File: src/rtl/nand_bm_pipe.sv
// nand_bm_pipe: multi-channel N-input NAND with a runtime bubble mask, valid-tagged
// retiming pipeline and a saturating count of delivered samples.
module nand_bm_pipe #(
  parameter int N_IN = 3,
  parameter int CHANNELS = 4,
  parameter logic [N_IN-1:0] INV_MASK_INIT = N_IN'(3'b011),
  parameter int PIPE = 1
) (
  input  logic                     C,
  input  logic                     CLR_N,
  input  logic [CHANNELS*N_IN-1:0] I,
  input  logic                     I_VALID,
  input  logic [N_IN-1:0]          MASK_D,
  input  logic                     MASK_WE,
  input  logic                     CNT_CLR,
  output logic [CHANNELS-1:0]      O,
  output logic                     O_VALID,
  output logic [N_IN-1:0]          MASK_Q,
  output logic [15:0]              SAMPLE_CNT
);
  if (N_IN < 2) begin : g_bad_n_in
    $error("nand_bm_pipe: N_IN must be at least 2");
  end
  logic [N_IN-1:0]                mask_q, mask_d;
  logic [CHANNELS-1:0]            r;
  logic [PIPE-1:0][CHANNELS-1:0]  data_q, data_d;
  logic [PIPE-1:0]                vld_q, vld_d;
  logic [15:0]                    cnt_q, cnt_d;
  // Every stage captures only when its source is valid, so the last stage doubles as the hold register for O.
  always_comb begin
    r = '0;
    for (int k = 0; k < CHANNELS; k++) r[k] = ~&(I[k*N_IN +: N_IN] ^ mask_q);
    mask_d = MASK_WE ? MASK_D : mask_q;
    vld_d = '0;
    data_d = data_q;
    vld_d[0] = I_VALID;
    data_d[0] = I_VALID ? r : data_q[0];
    for (int s = 1; s < PIPE; s++) begin
      vld_d[s] = vld_q[s-1];
      data_d[s] = vld_q[s-1] ? data_q[s-1] : data_q[s];
    end
    cnt_d = CNT_CLR ? 16'd0 : (vld_d[PIPE-1] && cnt_q != 16'hFFFF) ? cnt_q + 16'd1 : cnt_q;
  end
  always_ff @(posedge C or negedge CLR_N) begin
    if (!CLR_N) begin
      mask_q <= INV_MASK_INIT;
      data_q <= '1;
      vld_q  <= '0;
      cnt_q  <= '0;
    end else begin
      mask_q <= mask_d;
      data_q <= data_d;
      vld_q  <= vld_d;
      cnt_q  <= cnt_d;
    end
  end
  assign O          = data_q[PIPE-1];
  assign O_VALID    = vld_q[PIPE-1];
  assign MASK_Q     = mask_q;
  assign SAMPLE_CNT = cnt_q;
endmodule

File: config.mk
export PLATFORM = sky130hd
export DESIGN_NAME = nand_bm_pipe
export DESIGN_NICKNAME = d
export VERILOG_FILES = /design/src/rtl/nand_bm_pipe.sv
export SDC_FILE = /design/constraint.sdc
export NUM_CORES = 1
export LEC_CHECK = 0
export ABC_AREA = 1
export ABC_CLOCK_PERIOD_IN_PS = 1600
export CORE_ASPECT_RATIO = 1.4
export CORE_MARGIN = 2
export CORE_UTILIZATION = 35
export CTS_BUF_LIST = sky130_fd_sc_hd__clkbuf_8
export CTS_CLUSTER_SIZE = 25
export DETAILED_ROUTE_END_ITERATION = 10
export GPL_TIMING_DRIVEN = 1
export SYNTH_ARGS = -nofsm -noshare
export SYNTH_HDL_FRONTEND = slang
export SYNTH_SLANG_ARGS = --single-unit
File: constraint.sdc
create_clock -name C -period 1.6 [get_ports C]
set_input_delay 0.32 -clock C [delete_from_list [all_inputs] [get_ports C]]
set_output_delay 0.32 -clock C [all_outputs]
set_load 0.01 [all_outputs]
# After elaboration in Yosys (flattened, before gate mapping)
# Index checks and enable logic that the tools add are counted.
[op_classes] addsub=1 eq_ne=1 mux=2 n_bitwise=4 reduce_logical=10
[op_table] op="two-way mux 16 bit" n=2
[op_table] op="adder 16 x 1 -> 16 bit, second input constant" n=1
[op_table] op="!= test 16 bit, second input constant" n=1
[op_table] op="AND reduction 3 bit" n=4
[op_table] op="bitwise XOR 3 bit" n=4
[op_table] op="zero test 1 bit" n=4
[op_table] op="nonzero test 2 bit" n=1
[op_table] op="logical AND 1 bit" n=1
[word_totals] regBits=24 inputBits=20 out_inout_bits=24 wordCells=22

# Depth between registers and ports, before layout
# Gate-level depths: netlist of run 1.
[logic_depth] depth_word=4 depth_mapped=10 ltp_nobuf=9

# Least setup slack after synthesis of run 1
# Ideal clock, no wire load.
[synth_timing] kind="reg-to-reg" startpoint="reg cnt_q[0] (netlist: SAMPLE_CNT[0])" endpoint="reg cnt_q[8] (netlist: SAMPLE_CNT[8])" setup_time_ns=0.066 arrival_ns=1.466 t_required_ns=1.534 path_slack_ns=0.069 path_stages_with_launch=11 n_path_buf=1 synth_period_minus_slack_ns=1.531 path_cell_list="dfrtp_1 > ha_1 > nand2_1 > nor2_1 > nand2_2 > nor2_4 > nor2_4 > nor2_4 > buf_6 > nand2_1 > nand2_1"
[synth_between] elab_chain_len=3 word_cells_on_any_way=6 classes_between="add/sub (1); eq/ne (1); mux (2); reduce/logical (2)"
[synth_rtl] item="start, declared" line="28" source="logic [15:0] cnt_q, cnt_d;"
[synth_rtl] item="start signal, assigned" line="54" source="cnt_q <= cnt_d;"
[synth_rtl] item="adder 16 x 1 -> 16 bit / != test 16 bit (equally long branches)" line="42" source="cnt_d = CNT_CLR ? 16'd0 : (vld_d[PIPE-1] && cnt_q != 16'hFFFF) ? cnt_q + 16'd1 : cnt_q;"
[synth_rtl] item="two-way mux 16 bit / logical AND 1 bit (equally long branches)" line="42"
[synth_rtl] item="two-way mux 16 bit / nonzero test 2 bit (equally long branches)"
# Parallel ways exist; a longest one is shown, timed or not. The select of a mux whose other input is x is not followed.
# A chain may end at the register's enable or synchronous reset.

# Worst setup path after layout of run 1
[layout_timing] startpoint="reg cnt_q[7] (netlist: SAMPLE_CNT[7])" endpoint="out SAMPLE_CNT[7]"
[layout_rtl] item="end, declared" line="19" source="output logic [15:0] SAMPLE_CNT"
# No word-level cell between the ends.

==> flow_summary_export.csv, run 1 <==
group,metric,value,unit
synthesis,syn-cell-area,1470,sq um
route,routed_wl,3.90,mm
cts,insertion_delay,0.27,ns
synthesis,ys_warn_count,0,
worst_setup_path,cp-end-kind,"output port",
timing,final_hold_viol_count,0,
cells_and_area,area_growth,49.7,%
cts,root_buffer,"clkbuf_8",
route,drc,1,
route,via_count,1501,
cts,cts_tree,"built",
cells_and_area,drive_above_1_share,0.237,
place,globalplace.congestion,0.797,
cells_and_area,nNetsFinal,284,
floorplanning,die_y,80.8,microns
cts,clk_path_buf_depth,2,
global_routing,antenna_found_initial,0,
timing,period_needed,1.56,ns
timing,post-route-period-util,0.976,
status,status,"finished with violations",
synthesis,synth_xor_area_frac,0.0713,
worst_setup_path,cp.arrival,1.24,ns
floorplanning,rows,27,
pwr,pwr_density_cell,613,nW/um^2
worst_setup_path,path_cells,"clkdlybuf4s50_1",
timing,worstMarginPinSlew,0.370,ns
worst_setup_path,crit_fanout,5,
place,io_buffers,43,
worst_setup_path,r2r.worst_path.cells,8,
floorplanning,start_util,0.370,
cts,path_clk_slew,0.09,ns
route,post_drt_wl_per_cell,12.8,microns
timing,setup_viol,0,
cts,h-tree-depth,1,
synthesis,yosys.area_share.adder,0.00849,
synthesis,yosys.area_share.simple,0.370,
route,via_per_inst,4.92,
cells_and_area,antenna-diode-count,0,
floorplanning,core,3990,sq um
global_routing,grt_usage,0.183,
route,drt_pre_antenna_iters,7,
global_routing,grt_pass1_wl,6.63,mm
worst_setup_path,slowest_delay,0.55,ns
status,violations,"design-rule violations",
synthesis,avgSynthCellArea,7.64,sq um
route,ant_nets,0,
floorplanning,io_pins,44,
synthesis,synth_mux_area_frac,0.0229,
synthesis,syn_inst,193,
global_routing,grt_pass1_vias,1447,
synthesis,synth_cell_types,26,
timing,finalSetupTns,0,ns
worst_setup_path,crit_slowest_cell,"clkdlybuf4s50_1",
floorplanning,die_area,4750,sq um
cts,cts_buffers,3,
pwr,p_leak,0.00105,uW
synthesis,synth_top_family_by_area,"simple AND/OR/NAND/NOR gates",
cts,cts_sinks,24,
place,dp_hpwl,2.99,mm
place,dp.cells,294,
worst_hold_path,hp-class,"in2async",
worst_setup_path,path_depth,1,
cells_and_area,fin_cells,305,
synthesis,synth_nets,214,
timing,skew,0.00221,ns
pwr,ir_drop,0.420,mV
worst_setup_path,path_class,"reg2out",
timing,maxSlewHeadroom,0.752,
worst_setup_path,cp_top_family,"buffers and inverters",
worst_setup_path,start_kind,"register",
synthesis,yosysSeqAreaShare,0.413,
timing,drv_slew,0,
worst_setup_path,critPathRequiredTime,1.28,ns
flow_run,max-cap-violations,0,
floorplanning,chipWidth,58.8,microns
worst_setup_path,crit_buf_inv,1,
global_routing,grt_max_degree,25,
synthesis,synth-compound-area-share,0.0518,
synthesis,ys_ff_latch,24,
global_routing,gr-total-overflow,0,
timing,rsz0062_at_grt,"false",
cells_and_area,final_util,0.553,
route,drt-initial-drc-count,54,
timing,fmax,0.640,GHz
-- worst register-to-register path, stage by stage (launching register included) --
cell and delay (ns):
dfrtp_1 0.37, buf_4 0.14, nand2_2 0.09, nor2_1 0.33, nand2_1 0.09, o21ai_0 0.15
nand2_1 0.09, nand2_1 0.06, nand2_1 0.05
-- per-stage QoR --
stage / area [sq um] / setup slack, ns / hold slack, ns / power (uW)
floorplan: 1470 / 0.0686 / 0.0244 / 780
detailed placement: 2090 / 0.109 / 0.482 / 951
global placement: 2090 / 0.106 / 0.479 / 951
global route: 2210 / 0.000789 / 0.424 / 1420
CTS: 2170 / 0.000808 / 0.404 / 1370
finish: 2210 / 0.0386 / 0.394 / 1350
-- where the power goes --
group | total (uW) | internal [uW] | switching (uW) | leakage, uW
clock network | 430 | 220 | 209 | 0.0000288
logic | 265 | 145 | 120 | 0.000721
registers | 657 | 644 | 12.9 | 0.000297
-- flip-flops by register name (all words and copies together) (netlist names) --
| signal | flops |
|---|---|
| O | 4 |
| O_VALID | 1 |
| MASK_Q | 3 |
| SAMPLE_CNT | 16 |
-- Yosys cell counts --
| cell | number | area, sq um |
|---|---|---|
| a21oi_1 | 5 | 25.0 |
| a31oi_1 | 1 | 6.26 |
| a41oi_1 | 3 | 26.3 |
| buf_1 | 1 | 3.75 |
| buf_2 | 2 | 10.0 |
| buf_6 | 1 | 11.3 |
| clkbuf_1 | 3 | 11.3 |
| dfrtp_1 | 18 | 450 |
| dfstp_2 | 6 | 158 |
| ha_1 | 1 | 12.5 |
| inv_1 | 15 | 56.3 |
| mux2_2 | 3 | 33.8 |
| nand2_1 | 57 | 214 |
| nand2_2 | 3 | 18.8 |
| nand3_1 | 16 | 80.1 |
| nand3b_1 | 2 | 15.0 |
| nand4_1 | 10 | 62.6 |
| nor2_1 | 23 | 86.3 |
| nor2_2 | 1 | 6.26 |
| nor2_4 | 4 | 45.0 |
| nor3_1 | 1 | 5.00 |
| o21ai_0 | 2 | 10.0 |
| o22a_1 | 1 | 8.76 |
| or2_2 | 2 | 12.5 |
| xnor2_1 | 1 | 8.76 |
| xor2_1 | 11 | 96.3 |
-- kinds of logic (layout without fill, tap and decap cells) --
logic type / after synthesis / count (layout)
muxes: 3 / 3
xor gates and xnor gates: 12 / 12
DFF: 24 / 24
buffers and inverters: 22 / 91
adders and majority gates: 1 / 1
and+or+nand+nor: 119 / 119
AOI/OAI and AO/OA: 12 / 12
-- metal layers --
layer | GRT usage | part of all wire | vias to the layer above
met3 | 0.0255 | 0.040 | 4
met4 | 0.0659 | 0.011 | 0
met1 | 0.208 | 0.39 | 700
li1 | - | - | 765
met2 | 0.340 | 0.56 | 32
met5 | 0 | 0 | -
-- worst paths after layout --
kind / startpoint / to / slack [ns]
max: SAMPLE_CNT[7] / SAMPLE_CNT[7] / 0.04
min: CLR_N / SAMPLE_CNT[3] / 0.39
max reg2reg: SAMPLE_CNT[9] / SAMPLE_CNT[15] / 0.15
min reg2reg: O[0] / O[0] / 0.50
max in group asynchronous: CLR_N / O[0] / 0.91
min in group C: O[0] / O[0] / 0.50
-- layout by cell type (no fill, tap or decap), types with 2 or more instances in the layout --
master           instances
a21oi_1                  5
a41oi_1                  3
buf_4                   29
clkbuf_8                 4
clkdlybuf4s50_1         33
dfrtp_1                 11
dfrtp_2                  7
dfstp_2                  6
dlygate4sd2_1            8
dlymetal6s2s_1           2
inv_1                   15
mux2_2                   3
nand2_1                 57
nand2_2                  3
nand3_1                 16
nand3b_1                 2
nand4_1                 10
nor2_1                  21
nor2_2                   3
nor2_4                   4
o21ai_0                  2
or2_2                    2
xor2_1                  11
-- final cells by class --
type | instances | area (sq um)
clock buffer | 4 | 55.1
tap | 43 | 53.8
fill | 395 | 1780
timing repair buffer | 72 | 643
inverter | 15 | 56.3
sequential | 24 | 617
multi-input combinational | 147 | 781
-- timing repair --
action	in CTS	in global routing
endpoints found under the setup margin	16	14
buffers inserted	4	3
hold buffers	0	0
gates resized for setup	12	8
No activity file was read; power rests on OpenSTA's default activity.
==> inputs of run 2 (changes only) <==
--- a/config.mk
+++ b/config.mk
@@ -13,7 +13,6 @@
 export CTS_BUF_LIST = sky130_fd_sc_hd__clkbuf_8
 export CTS_CLUSTER_SIZE = 25
 export DETAILED_ROUTE_END_ITERATION = 10
-export GPL_TIMING_DRIVEN = 1
 export SYNTH_ARGS = -nofsm -noshare
 export SYNTH_HDL_FRONTEND = slang
 export SYNTH_SLANG_ARGS = --single-unit
==> results of run 2 <==
No change in the layout: final DEF, timing and power equal those of run 1.
==> inputs of run 3 (changes only) <==
--- a/config.mk
+++ b/config.mk
@@ -5,7 +5,6 @@
 export SDC_FILE = /design/constraint.sdc
 export NUM_CORES = 1
 export LEC_CHECK = 0
-export ABC_AREA = 1
 export ABC_CLOCK_PERIOD_IN_PS = 1600
 export CORE_ASPECT_RATIO = 1.4
 export CORE_MARGIN = 2
@@ -13,6 +12,7 @@
 export CTS_BUF_LIST = sky130_fd_sc_hd__clkbuf_8
 export CTS_CLUSTER_SIZE = 25
 export DETAILED_ROUTE_END_ITERATION = 10
+export MAX_ROUTING_LAYER = met4
 export SYNTH_ARGS = -nofsm -noshare
 export SYNTH_HDL_FRONTEND = slang
 export SYNTH_SLANG_ARGS = --single-unit
==> flow_summary_export.csv, run 3 <==
group,metric,value,unit
cells_and_area,drive_above_1_share,0.346,
timing,finalSetupTns,-0.174,ns
route,post_drt_wl_per_cell,14.6,microns
synthesis,avgSynthCellArea,10.0,sq um
synthesis,synth-edff-count,0,
cts,holdBufCountCts,0,
worst_hold_path,hp-class,"in2async",
timing,rsz0062_at_grt,"true",
floorplanning,io_pins,44,
worst_setup_path,path_depth,6,
timing,post-route-period-util,1.05,
cells_and_area,largest_reg_flops,16,
status,status,"finished with violations",
timing,fmax,0.598,GHz
synthesis,syn_inst,134,
timing,final_hold_viol_count,0,
pwr,p_leak,0.00101,uW
floorplanning,start_util,0.365,
cells_and_area,area_growth,63.5,%
cts,path_clk_slew,0.09,ns
worst_setup_path,critPathRequiredTime,1.77,ns
synthesis,yosysSeqAreaShare,0.454,
route,via_per_inst,5.44,
synthesis,ys_ff_latch,24,
synthesis,synth.most_common_cell,"dfrtp_1",
global_routing,grt_max_degree,25,
worst_setup_path,cp-end-kind,"register",
worst_setup_path,crit_slowest_cell,"dfrtp_1",
timing,skew,0.00444,ns
cts,insertion_delay,0.27,ns
timing,setup_viol,6,
floorplanning,rows,26,
pwr,ir_drop,0.373,mV
floorplanning,die_area,4350,sq um
worst_setup_path,path_cells,"ha_4 > nand3_1 > nor4_1 > buf_4 > nor4_1 > o21ba_2",
worst_setup_path,r2r_start,"SAMPLE_CNT[1]",
floorplanning,core,3680,sq um
synthesis,synth_commonest_cells,"dfrtp_1, nor2_1, xor2_1",
floorplanning,chipWidth,56.3,microns
route,drt_pre_antenna_iters,4,
route,drt-initial-drc-count,33,
cts,root_buffer,"clkbuf_8",
worst_setup_path,path_class,"reg2reg",
synthesis,synthArstFlopShare,1.00,
route,via_count,1393,
global_routing,grt_pass1_vias,1435,
synthesis,synth_cell_types,33,
cells_and_area,final_cell_mix,"buf_4, clkdlybuf4s50_1, dlygate4sd2_1",
flow_run,max-cap-violations,0,
synthesis,yosys-top-cells-area,"dfrtp_1, dfstp_2, xor2_1",
global_routing,gr-total-overflow,0,
route,ant_nets,0,
cells_and_area,antenna-diode-count,0,
route,routed_wl,3.73,mm
timing,worstMarginPinSlew,0.474,ns
synthesis,synth_nets,155,
timing,drv_slew,0,
place,dp.cells,248,
worst_setup_path,crit_fanout,10,
cells_and_area,layout_commonest_cell,"buf_4",
global_routing,grt_pass1_wl,6.38,mm
cts,clk_path_buf_depth,2,
timing,period_needed,1.67,ns
global_routing,grt_usage,0.189,
worst_setup_path,cp_top_family,"simple AND/OR/NAND/NOR gates",
worst_setup_path,r2r.worst_path.cells,6,
route,drc,0,
place,dp_hpwl,2.90,mm
synthesis,ys.flop_type,"dfrtp_1",
synthesis,ys_warn_count,0,
worst_setup_path,crit_buf_inv,1,
cts,cts_tree,"built",
pwr,pwr_density_cell,589,nW/um^2
worst_setup_path,cp.arrival,1.84,ns
synthesis,synth_area_leader_cell,"dfrtp_1",
place,globalplace.congestion,0.865,
cells_and_area,n_fill_cell,345,
status,violations,"negative setup slack",
synthesis,synth_top_area_frac,0.336,
cts,h-tree-depth,1,
synthesis,syn-cell-area,1340,sq um
worst_setup_path,r2r-end,"SAMPLE_CNT[11]",
floorplanning,die_y,77.2,microns
cts,cts_buffers,3,
worst_setup_path,rrSetupSlack,-0.07,ns
cells_and_area,fin_cells,256,
worst_setup_path,start_kind,"register",
timing,worst_slack,-0.0726,ns
cts,cts_sinks,24,
cells_and_area,nNetsFinal,236,
place,io_buffers,43,
timing,maxSlewHeadroom,0.681,
worst_setup_path,cpMostUsedCell,"nor4_1",
worst_setup_path,slowest_delay,0.43,ns
global_routing,antenna_found_initial,0,
cells_and_area,final_util,0.596,
timing,hold_slack,0.399,ns
[run 3: cell types whose count changed after synthesis, moves of 4 or more]
cell / previous run / this run
nand4_1: 10 / 6
or3_1: 0 / 4
nor2_1: 23 / 12
nand2_1: 57 / 6
inv_1: 15 / 0
nor2_4: 4 / 0
nand2b_1: 0 / 4
nand3_1: 16 / 5
clkbuf_1: 3 / 8
nor2b_1: 0 / 4
[run 3: cells by family (layout without fill, tap and decap cells)]
logic type | after synthesis | count (layout) | synth area share
AO/OA/AOI/OAI | 26 | 26 | 0.134
XOR/XNOR | 14 | 14 | 0.0915
adder cells (fa/ha/maj) | 1 | 1 | 0.00934
buffers and inverters | 8 | 88 | 0.0224
flip-flops | 24 | 24 | 0.454
multiplexers | 7 | 7 | 0.0579
AND/OR/NAND/NOR | 54 | 54 | 0.231
[run 3: worst max-delay path by stage]
| stage | from | to |
|---|---|---|
| 2_1_floorplan | SAMPLE_CNT[4] | SAMPLE_CNT[13] |
| 4_1_cts | SAMPLE_CNT[1] | SAMPLE_CNT[7] |
| 3_3_place_gp | I_VALID | SAMPLE_CNT[13] |
| 5_1_grt | SAMPLE_CNT[5] | SAMPLE_CNT[15] |
| 6_report | SAMPLE_CNT[1] | SAMPLE_CNT[11] |
| 3_5_place_dp | I_VALID | SAMPLE_CNT[13] |
[run 3: power breakdown]
part	internal, uW	leakage, uW	total (uW)	switching [uW]
registers	645	0.000302	664	18.7
logic	147	0.000680	258	111
clock network	172	0.0000269	368	196
total	964	0.00101	1290	326
[run 3: final cells by class]
| type | instances | area [sq um] | area share |
|---|---|---|---|
| tap | 42 | 52.6 | 0.0240 |
| timing repair buffer | 84 | 722 | 0.330 |
| multi-input combinational | 102 | 758 | 0.346 |
| clock inverter | 1 | 3.75 | 0.00171 |
| clock buffer | 3 | 41.3 | 0.0188 |
| sequential | 24 | 613 | 0.280 |
[run 3: through the flow]
step / setup slack, ns / total power (uW) / cell area (sq um)
floorplan: -0.0261 / 774 / 1350
global placement: -0.303 / 936 / 2080
detailed placement: -0.354 / 942 / 2080
CTS: -0.0174 / 1300 / 2140
global route: -0.0833 / 1370 / 2190
finish: -0.0726 / 1290 / 2190
[run 3: timing repair]
| action | in CTS | in global routing |
|---|---|---|
| setup buffers | 2 | 2 |
| pin swaps | 1 | 1 |
| hold endpoints to repair | 0 | 0 |
| setup endpoints to repair | 31 | 17 |
| resized for setup | 29 | 9 |
| gates cloned | 0 | 0 |
[run 3: layer usage]
metal,GRT usage,part of all wire,vias up,wire [microns]
met1,0.205,0.40,669,1480
met4,0.0643,0.016,0,59
met2,0.339,0.54,55,2010
met3,0.0388,0.050,9,187
li1,-,-,660,-
met5,-,0,-,0
